**src/rtl/nx_token_pkg.sv**
```systemverilog
// nx_token_pkg: shared types and constants for the token arbiters.
package nx_token_pkg;
    typedef enum logic [1:0] {IDLE, ISSUE, HOLD} nx_token_state_t;
    localparam int NX_TOKEN_TIMEOUT_DEFAULT = 256;
endpackage

```
**src/rtl/nx_rr_picker.sv**
```systemverilog
// nx_rr_picker: combinational round-robin search for the first request at or after base_i.
module nx_rr_picker #(
    parameter int N     = 4,
    parameter int IDX_W = $clog2(N)
) (
    input  logic [N-1:0]     req_i,
    input  logic [IDX_W-1:0] base_i,
    output logic             found_o,
    output logic [IDX_W-1:0] idx_o
);
    logic [IDX_W:0] pos;
    // Scan from farthest to nearest so the nearest hit is the one left standing.
    always_comb begin
        found_o = 1'b0;
        idx_o   = '0;
        pos     = '0;
        for (int k = N - 1; k >= 0; k--) begin
            pos = {1'b0, base_i} + (IDX_W + 1)'(k);
            if (pos >= (IDX_W + 1)'(N)) pos = pos - (IDX_W + 1)'(N);
            if (req_i[pos]) begin
                found_o = 1'b1;
                idx_o   = pos[IDX_W-1:0];
            end
        end
    end
endmodule

```
**src/rtl/nx_token_arbiter.sv**
```systemverilog
// nx_token_arbiter: round-robin owner of one channel token, with grant pulse,
// release handshake and a watchdog that reclaims tokens that are never released.
module nx_token_arbiter
    import nx_token_pkg::*;
#(
    parameter int REQUESTERS = 4,
    parameter int TIMEOUT    = NX_TOKEN_TIMEOUT_DEFAULT,
    parameter int IDX_W      = $clog2(REQUESTERS)
) (
    input  logic                  clk_i,
    input  logic                  rst_ni,
    input  logic                  enable_i,
    input  logic [REQUESTERS-1:0] active_i,
    input  logic [REQUESTERS-1:0] release_i,
    output logic [REQUESTERS-1:0] grant_o,
    output logic [IDX_W-1:0]      holder_o,
    output logic                  busy_o,
    output logic                  timeout_o,
    output logic                  error_o
);
    localparam int TW = (TIMEOUT > 1) ? $clog2(TIMEOUT) : 1;

    nx_token_state_t       state_q, state_d;
    logic [IDX_W-1:0]      ptr_q, ptr_d, holder_q, holder_d, pick_idx, wrap_ptr;
    logic [IDX_W:0]        next_ptr;
    logic [TW-1:0]         timer_q, timer_d;
    logic [REQUESTERS-1:0] grant_q, grant_d, legal;
    logic                  busy_q, busy_d, timeout_q, timeout_d, error_q, error_d;
    logic                  pick_found, rel_ok, expire;

    nx_rr_picker #(.N(REQUESTERS), .IDX_W(IDX_W)) u_picker (
        .req_i   (active_i),
        .base_i  (ptr_q),
        .found_o (pick_found),
        .idx_o   (pick_idx)
    );

    always_comb begin
        next_ptr  = {1'b0, holder_q} + (IDX_W + 1)'(1);
        wrap_ptr  = (next_ptr == (IDX_W + 1)'(REQUESTERS)) ? '0 : next_ptr[IDX_W-1:0];
        legal     = (state_q == HOLD) ? REQUESTERS'(1) << holder_q : '0;
        rel_ok    = |(release_i & legal);
        // A release in the same cycle as the deadline wins over the watchdog.
        expire    = (TIMEOUT != 0) && (state_q == HOLD) && !rel_ok && (timer_q == TW'(TIMEOUT - 1));
        state_d   = state_q;
        ptr_d     = ptr_q;
        holder_d  = holder_q;
        timer_d   = timer_q;
        grant_d   = '0;
        timeout_d = 1'b0;
        error_d   = error_q | |(release_i & ~legal);
        case (state_q)
            IDLE: if (enable_i && pick_found) begin
                holder_d = pick_idx;
                grant_d  = REQUESTERS'(1) << pick_idx;
                state_d  = ISSUE;
            end
            ISSUE: begin
                timer_d = '0;
                state_d = HOLD;
            end
            HOLD: begin
                timer_d = &timer_q ? timer_q : timer_q + TW'(1);
                if (rel_ok || expire) begin
                    ptr_d     = wrap_ptr;
                    timeout_d = expire;
                    state_d   = IDLE;
                end
            end
            default: state_d = IDLE;
        endcase
        busy_d = state_d != IDLE;
    end

    always_ff @(posedge clk_i or negedge rst_ni) begin
        if (!rst_ni) begin
            state_q   <= IDLE;
            ptr_q     <= '0;
            holder_q  <= '0;
            timer_q   <= '0;
            grant_q   <= '0;
            busy_q    <= 1'b0;
            timeout_q <= 1'b0;
            error_q   <= 1'b0;
        end else begin
            state_q   <= state_d;
            ptr_q     <= ptr_d;
            holder_q  <= holder_d;
            timer_q   <= timer_d;
            grant_q   <= grant_d;
            busy_q    <= busy_d;
            timeout_q <= timeout_d;
            error_q   <= error_d;
        end
    end

    assign grant_o   = grant_q;
    assign holder_o  = holder_q;
    assign busy_o    = busy_q;
    assign timeout_o = timeout_q;
    assign error_o   = error_q;
endmodule

```
**config.mk**
```make
export PLATFORM = sky130hd
export DESIGN_NAME = nx_token_arbiter
export DESIGN_NICKNAME = d
export VERILOG_FILES = /design/src/rtl/nx_token_pkg.sv /design/src/rtl/nx_rr_picker.sv /design/src/rtl/nx_token_arbiter.sv
export SDC_FILE = /design/constraint.sdc
export NUM_CORES = 1
export LEC_CHECK = 0
export CAP_MARGIN = 20
export CORE_MARGIN = 2
export CORE_UTILIZATION = 25
export CTS_CLUSTER_DIAMETER = 100
export DETAILED_ROUTE_END_ITERATION = 6
export GPL_ROUTABILITY_DRIVEN = 1
export GPL_TIMING_DRIVEN = 1
export RECOVER_POWER = 50
export SLEW_MARGIN = 25
export SYNTH_ARGS = -nofsm -noshare
export SYNTH_HDL_FRONTEND = slang
export SYNTH_SLANG_ARGS = --single-unit
```
**constraint.sdc**
```tcl
create_clock -name clk_i -period 2.52 [get_ports clk_i]
set_clock_uncertainty 0.05 [all_clocks]
set_input_delay 0.252 -clock clk_i [delete_from_list [all_inputs] [get_ports clk_i]]
set_output_delay 0.252 -clock clk_i [all_outputs]
set_load 0.01 [all_outputs]
```
==> results of run 1 <==
report_power, final:
group	total, mW	switching, mW	internal, mW
clock network	0.226	0.116	0.110
registers	0.510	0.0893	0.421
logic	0.466	0.243	0.223
total	1.20	0.448	0.754
worst max-delay path, delay by kind of cell (launching register included):
kind	cells	cell delay [ns]
AOI/OAI and AO/OA	3	0.59
muxes	1	0.36
buffers and inverters	1	0.10
adders and majority gates	1	0.23
DFF	1	0.42
per-stage QoR:
step / worst slack (ns) / cell area, um2 / total power [mW] / instances
after floorplan: 0.818 / 1100 / 0.812 / 102
after global placement: 0.614 / 1350 / 0.970 / 172
after detailed placement: 0.605 / 1350 / 0.988 / 172
after CTS: 0.684 / 1400 / 1.22 / 176
after global routing: 0.553 / 1390 / 1.30 / 176
final: 0.653 / 1390 / 1.20 / 176
cells by family after synthesis:
| family | Yosys count |
|---|---|
| AOI/OAI and AO/OA | 29 |
| adders and majority gates | 5 |
| buffers and inverters | 8 |
| DFF | 21 |
| muxes | 5 |
| and+or+nand+nor | 34 |
routing by layer:
metal	share of wire, %	wire, um
met5	0	0
met4	1.8	42
met3	5.1	116
met2	49	1130
met1	44	1010
path summary, 6_finish.rpt:
path	end	cells after the start	slack, ns	from
hold / removal	error_o	2	0.43	error_o
min in group asynchronous	error_o	2	0.68	rst_ni
hold reg to reg	error_o	2	0.43	error_o
setup reg to reg	ptr_q[0]	6	0.65	holder_o[0]
max in group asynchronous	grant_o[3]	2	1.06	rst_ni
setup / recovery	ptr_q[0]	6	0.65	holder_o[0]
layout make-up:
cell class	count	area [um2]	area share, %
flip-flops and latches	21	526	37.7
multi-input cells	73	541	38.8
clock inverters	1	5.00	0.359
well taps	52	65.1	4.67
clock buffers	3	41.3	2.96
inverters	6	22.5	1.62
repair buffers	20	194	13.9
cells in the final DEF (no fill, tap or decap), types with 2 or more instances in the layout:
cell type         n
mux2i_1           3
ha_1              5
o21ai_1           2
a22oi_1           2
dlygate4sd3_1     4
clkbuf_8          3
clkdlybuf4s50_1  15
and2_1            2
and3_1            2
nand2_1           9
nand3_1           4
mux2_1            2
o211ai_1          3
a31oi_1           2
nand2b_1          4
inv_1             6
nor2_1            5
dfrtp_1          21
nor4b_4           2
a21oi_1           6
o31ai_1           4
flip-flops by register name (all words and copies together), names as in the netlist:
signal	count
busy_o	1
error_o	1
grant_o	4
holder_o	2
ptr_q	2
state_q	2
timeout_o	1
timer_q	8
==> flow_summary.toml, run 1 <==
[clock_tree]
tritoncts = "yes"
clk_pin_slew_ns = 0.08
htree_levels = 1
numCtsBuffers = 3
postCtsSetupBuffers = 0
clk_latency_ns = 0.26
clock_path_buffers = 2
clock-root-buffer = "clkbuf_8"
cts.sinks = 21
cts_hold_buf = 0
post_cts_resized = 0

[detailed_routing]
final_antenna_net_count = 0
vias_per_cell = 5.06
totalWireLength_um = 2300
drt_iter0_drc = 85
vias = 891
dr.pass1.iters = 6
wl_per_cell_um = 13.0
drc = 0

[timing]
worst_slew_pin_slew_ns = 1.14
setup_tns_ns = 0
finalHoldViolCount = 0
fmax_mhz = 536
setup_viol = 0
relSlewSlack_pct = 23.9
period_share_pct = 74.1
hold_ws_ns = 0.433
period_needed_ns = 1.87
grt_setup_unrepaired = "false"
slew_violations = 0

[global_route]
grt_usage_pct = 10.0
grt_max_degree = 22
grt_pass1_wl_um = 3990
grt_pass1_vias = 893
grtUsageMet2_pct = 17.0
use_met1_pct = 11.6
grt_overflow = 0
antenna_found_initial = 0
grt_use_met3_pct = 2.74
grt.busiest_layer = "met2"

[synthesis]
ys_seq_elements = 21
synth_compound_area_share_pct = 18.6
synth.most_common_cell = "dfrtp_1"
syn_nets = 118
synthMuxAreaShare_pct = 4.79
yosysSeqAreaShare_pct = 47.9
synth_area_um2 = 1100
syn_avg_cell_area_um2 = 10.8
ys_async_sr_fraction_pct = 100
synth-simple-area-share_pct = 20.2
synth_top_cell_by_area = "dfrtp_1"
synth_area_leaders = "dfrtp_1 (48%), ha_1 (5.7%), nor4b_4 (4.3%), nand2_1 (3.1%), a21oi_1 (2.7%)"
synth_cell_types = 36
synth_xor_area_share_pct = 0
synth_fa_ha_area_share_pct = 5.70
yosysWarnings = 0
synth_edf_count = 0
synth_top_area_share_pct = 47.9
syn_inst = 102
netlist_top_cells_count = "dfrtp_1 (21), nand2_1 (9), a21oi_1 (6), inv_1 (6)"
synth-main-ff-cell = "dfrtp_1"
synth_top_family_by_area = "simple AND/OR/NAND/NOR gates"

[power_and_ir_drop]
powerDensity_nw_per_um2 = 862
max-vdd-ir-drop_mv = 0.275
leakagePower_nw = 0.596

[critical_path]
crit_slowest_cell = "dfrtp_1"
crit_path_start_kind = "flip-flop"
cp_max_fo = 5
required_ns = 2.61
cp-end-kind = "flip-flop"
cp_cell_sequence = "inv_1 -> ha_1 -> a22oi_1 -> a21oi_1 -> a31oi_1 -> mux2_1"
critPathKind = "reg2reg"
cp_slowest_stage_delay_ns = 0.42
worstPathArrival_ns = 1.96

[placed_design]
hpwl_um = 1710
gp_congestion = 0.791
port_buffers = 19

[floorplanning]
dieArea_um2 = 4940
ios = 20
start_util_pct = 25.6
fp-row-count = 24
die_x_um = 70.3
core_um2 = 4290
chipHeight_um = 70.3

[min_path]
hp-class = "reg2reg"

[finish]
syn2layout_area_growth_pct = 27.0
final_core_util_pct = 32.5
drive_gt1_share_pct = 7.26
antenna_cells = 0
fillers = 437
nets = 141

[job]
max-cap-violations = 0

[outcome]
status = "finished, final reports clean"
(Power assumes the default switching activity.)
==> run 2: changes to the inputs <==
==> constraint.sdc (replaced) <==
create_clock -name clk_i -period 1.6 [get_ports clk_i]
set_clock_uncertainty 0.05 [all_clocks]
set_input_delay 0.16 -clock clk_i [delete_from_list [all_inputs] [get_ports clk_i]]
set_output_delay 0.16 -clock clk_i [all_outputs]
set_load 0.01 [all_outputs]
==> run 2 against run 1 <==
  * The run now ends with negative setup slack left
  * Global-route usage increased by 1.9 points
  * Worst hold slack got worse by 0.089 ns
  * Die area unchanged
  * Non-clock buffer count increased by 21
  * Sequential power increased by 61%
  * Sequential share of layout area decreased by 6.0 points
  * Clock power increased by 56%
  * Register-to-register slack got worse by 0.73 ns
  * First-iteration DRC count decreased by 46%
  * Setup slack got worse by 0.73 ns
  * Critical path depth unchanged
  * Utilization increased by 6.4 points
  * Critical path type unchanged
  * Largest cell class unchanged
  * Highest routed layer unchanged
==> flow_summary.toml, run 2 (synthesis gave the netlist of run 1 again) <==
[floorplanning]
chipHeight_um = 70.3
die_x_um = 70.3
core_um2 = 4290
start_util_pct = 25.6
ios = 20
fp-row-count = 24
dieArea_um2 = 4940

[finish]
multi_input_area_um2 = 644
syn2layout_area_growth_pct = 51.9
fillers = 416
top_register = "timer_q"
nets = 162
largest_register_ffs = 8
antenna_cells = 0
drive_gt1_share_pct = 34.5
final_core_util_pct = 38.8
layout_commonest_cell = "buf_4"
layout.area.seq_um2 = 528
layout_common_cells = "buf_4 (21), dfrtp_1 (19), clkdlybuf4s50_1 (17), nand2_1 (9), nor2_1 (5)"

[timing]
setup_tns_ns = -0.154
relSlewSlack_pct = 65.0
finalHoldViolCount = 0
worst_slack_ns = -0.0773
period_share_pct = 105
slew_violations = 0
fmax_mhz = 596
setup_viol = 3
hold_ws_ns = 0.345
worst_slew_pin_slew_ns = 0.525
period_needed_ns = 1.68
grt_setup_unrepaired = "true"

[global_route]
grt_usage_pct = 11.9
grt_overflow = 0
grt_pass1_vias = 1033
antenna_found_initial = 0
grt_pass1_wl_um = 4810
grt_max_degree = 22

[clock_tree]
clk_latency_ns = 0.27
tritoncts = "yes"
numCtsBuffers = 3
clk_pin_slew_ns = 0.08
clock_path_buffers = 2
htree_levels = 1
cts.sinks = 21
clock-root-buffer = "clkbuf_8"

[outcome]
status = "finished, violations left"
violations = "negative setup slack"

[detailed_routing]
drc = 0
dr.pass1.iters = 6
vias_per_cell = 4.97
drt_iter0_drc = 46
totalWireLength_um = 2650
vias = 980
wl_per_cell_um = 13.5
final_antenna_net_count = 0

[critical_path]
cp-end-kind = "flip-flop"
crit_path_start_kind = "flip-flop"
cp_max_fo = 4
critPathKind = "reg2reg"
required_ns = 1.70
worstPathArrival_ns = 1.77

[min_path]
hp-class = "in2async"

[placed_design]
hpwl_um = 1910
place_ws_ns = -0.146
port_buffers = 19
gp_congestion = 0.806

[power_and_ir_drop]
total_power_mw = 2.37
max-vdd-ir-drop_mv = 0.488
leakagePower_nw = 0.712
powerDensity_nw_per_um2 = 1420

[job]
max-cap-violations = 0
run 2: changes by cell type in the layout (fill, tap and decap cells not counted), moves of 3 or more:
cell           before  now
ha_1                5    0
ha_4                0    3
dlygate4sd3_1       4    1
buf_4               0   21
run 2: per-layer routing:
metal | track usage [%] | wire (um) | vias up
li1 | - | - | 465
met1 | 14.6 | 1110 | 486
met2 | 20.8 | 1410 | 25
met3 | 2.74 | 109 | 4
met4 | 3.42 | 21 | 0
met5 | 0 | 0 | -
run 2: layout make-up:
type	instances	area share, %
Clock buffer	3	2.48
Clock inverter	1	0.300
Inverter	6	1.65
Multi-Input combinational cell	73	38.7
Sequential cell	21	31.7
Tap cell	52	3.90
Timing Repair Buffer	41	21.3
run 2: timing repair:
action / in CTS / in global routing
pin swaps: 5 / 1
setup endpoints to repair: 3 / 12
endpoints found under the hold margin: 0 / 0
buffers inserted: 4 / 1
resized for setup: 19 / 4
hold buffers: 0 / 0
run 2: worst paths after layout:
kind / start / to / slack (ns) / cells after the start
worst max-delay path: holder_o[1] / ptr_q[1] / -0.08 / 6
worst min-delay path: rst_ni / grant_o[3] / 0.34 / 2
worst max register to register: holder_o[1] / ptr_q[1] / -0.08 / 6
max in group asynchronous: rst_ni / holder_o[1] / 0.78 / 2
min in group clk_i: error_o / error_o / 0.43 / 2
worst min register to register: error_o / error_o / 0.43 / 2
run 2: per-stage QoR:
step	instance area (um2)	instances
5_1_grt	1670	197
6_report	1670	197
4_1_cts	1640	196
2_1_floorplan	1100	102
3_5_place_dp	1480	188
3_3_place_gp	1480	188
run 2: report_power, final:
part | switching, mW | leakage, nW | internal, mW | total (mW)
registers | 0.151 | 0.269 | 0.667 | 0.819
clock network | 0.179 | 0.0255 | 0.174 | 0.353
logic | 0.531 | 0.417 | 0.669 | 1.20
run 2: critical path, stage by stage, from the launching register on:
cell and delay, ns:
dfrtp_2 0.45, inv_4 0.07, ha_4 0.16, a22oi_2 0.20
a21oi_2 0.12, a31oi_4 0.19, mux2_4 0.32
==> run 3: changes to the inputs <==
--- a/config.mk
+++ b/config.mk
@@ -8,7 +8,7 @@
 export CAP_MARGIN = 20
 export CORE_MARGIN = 2
 export CORE_UTILIZATION = 25
-export CTS_CLUSTER_DIAMETER = 100
+export CTS_CLUSTER_DIAMETER = 60
 export DETAILED_ROUTE_END_ITERATION = 6
 export GPL_ROUTABILITY_DRIVEN = 1
 export GPL_TIMING_DRIVEN = 1
==> results of run 3 <==
No change in the layout: final DEF, timing and power equal those of run 2.
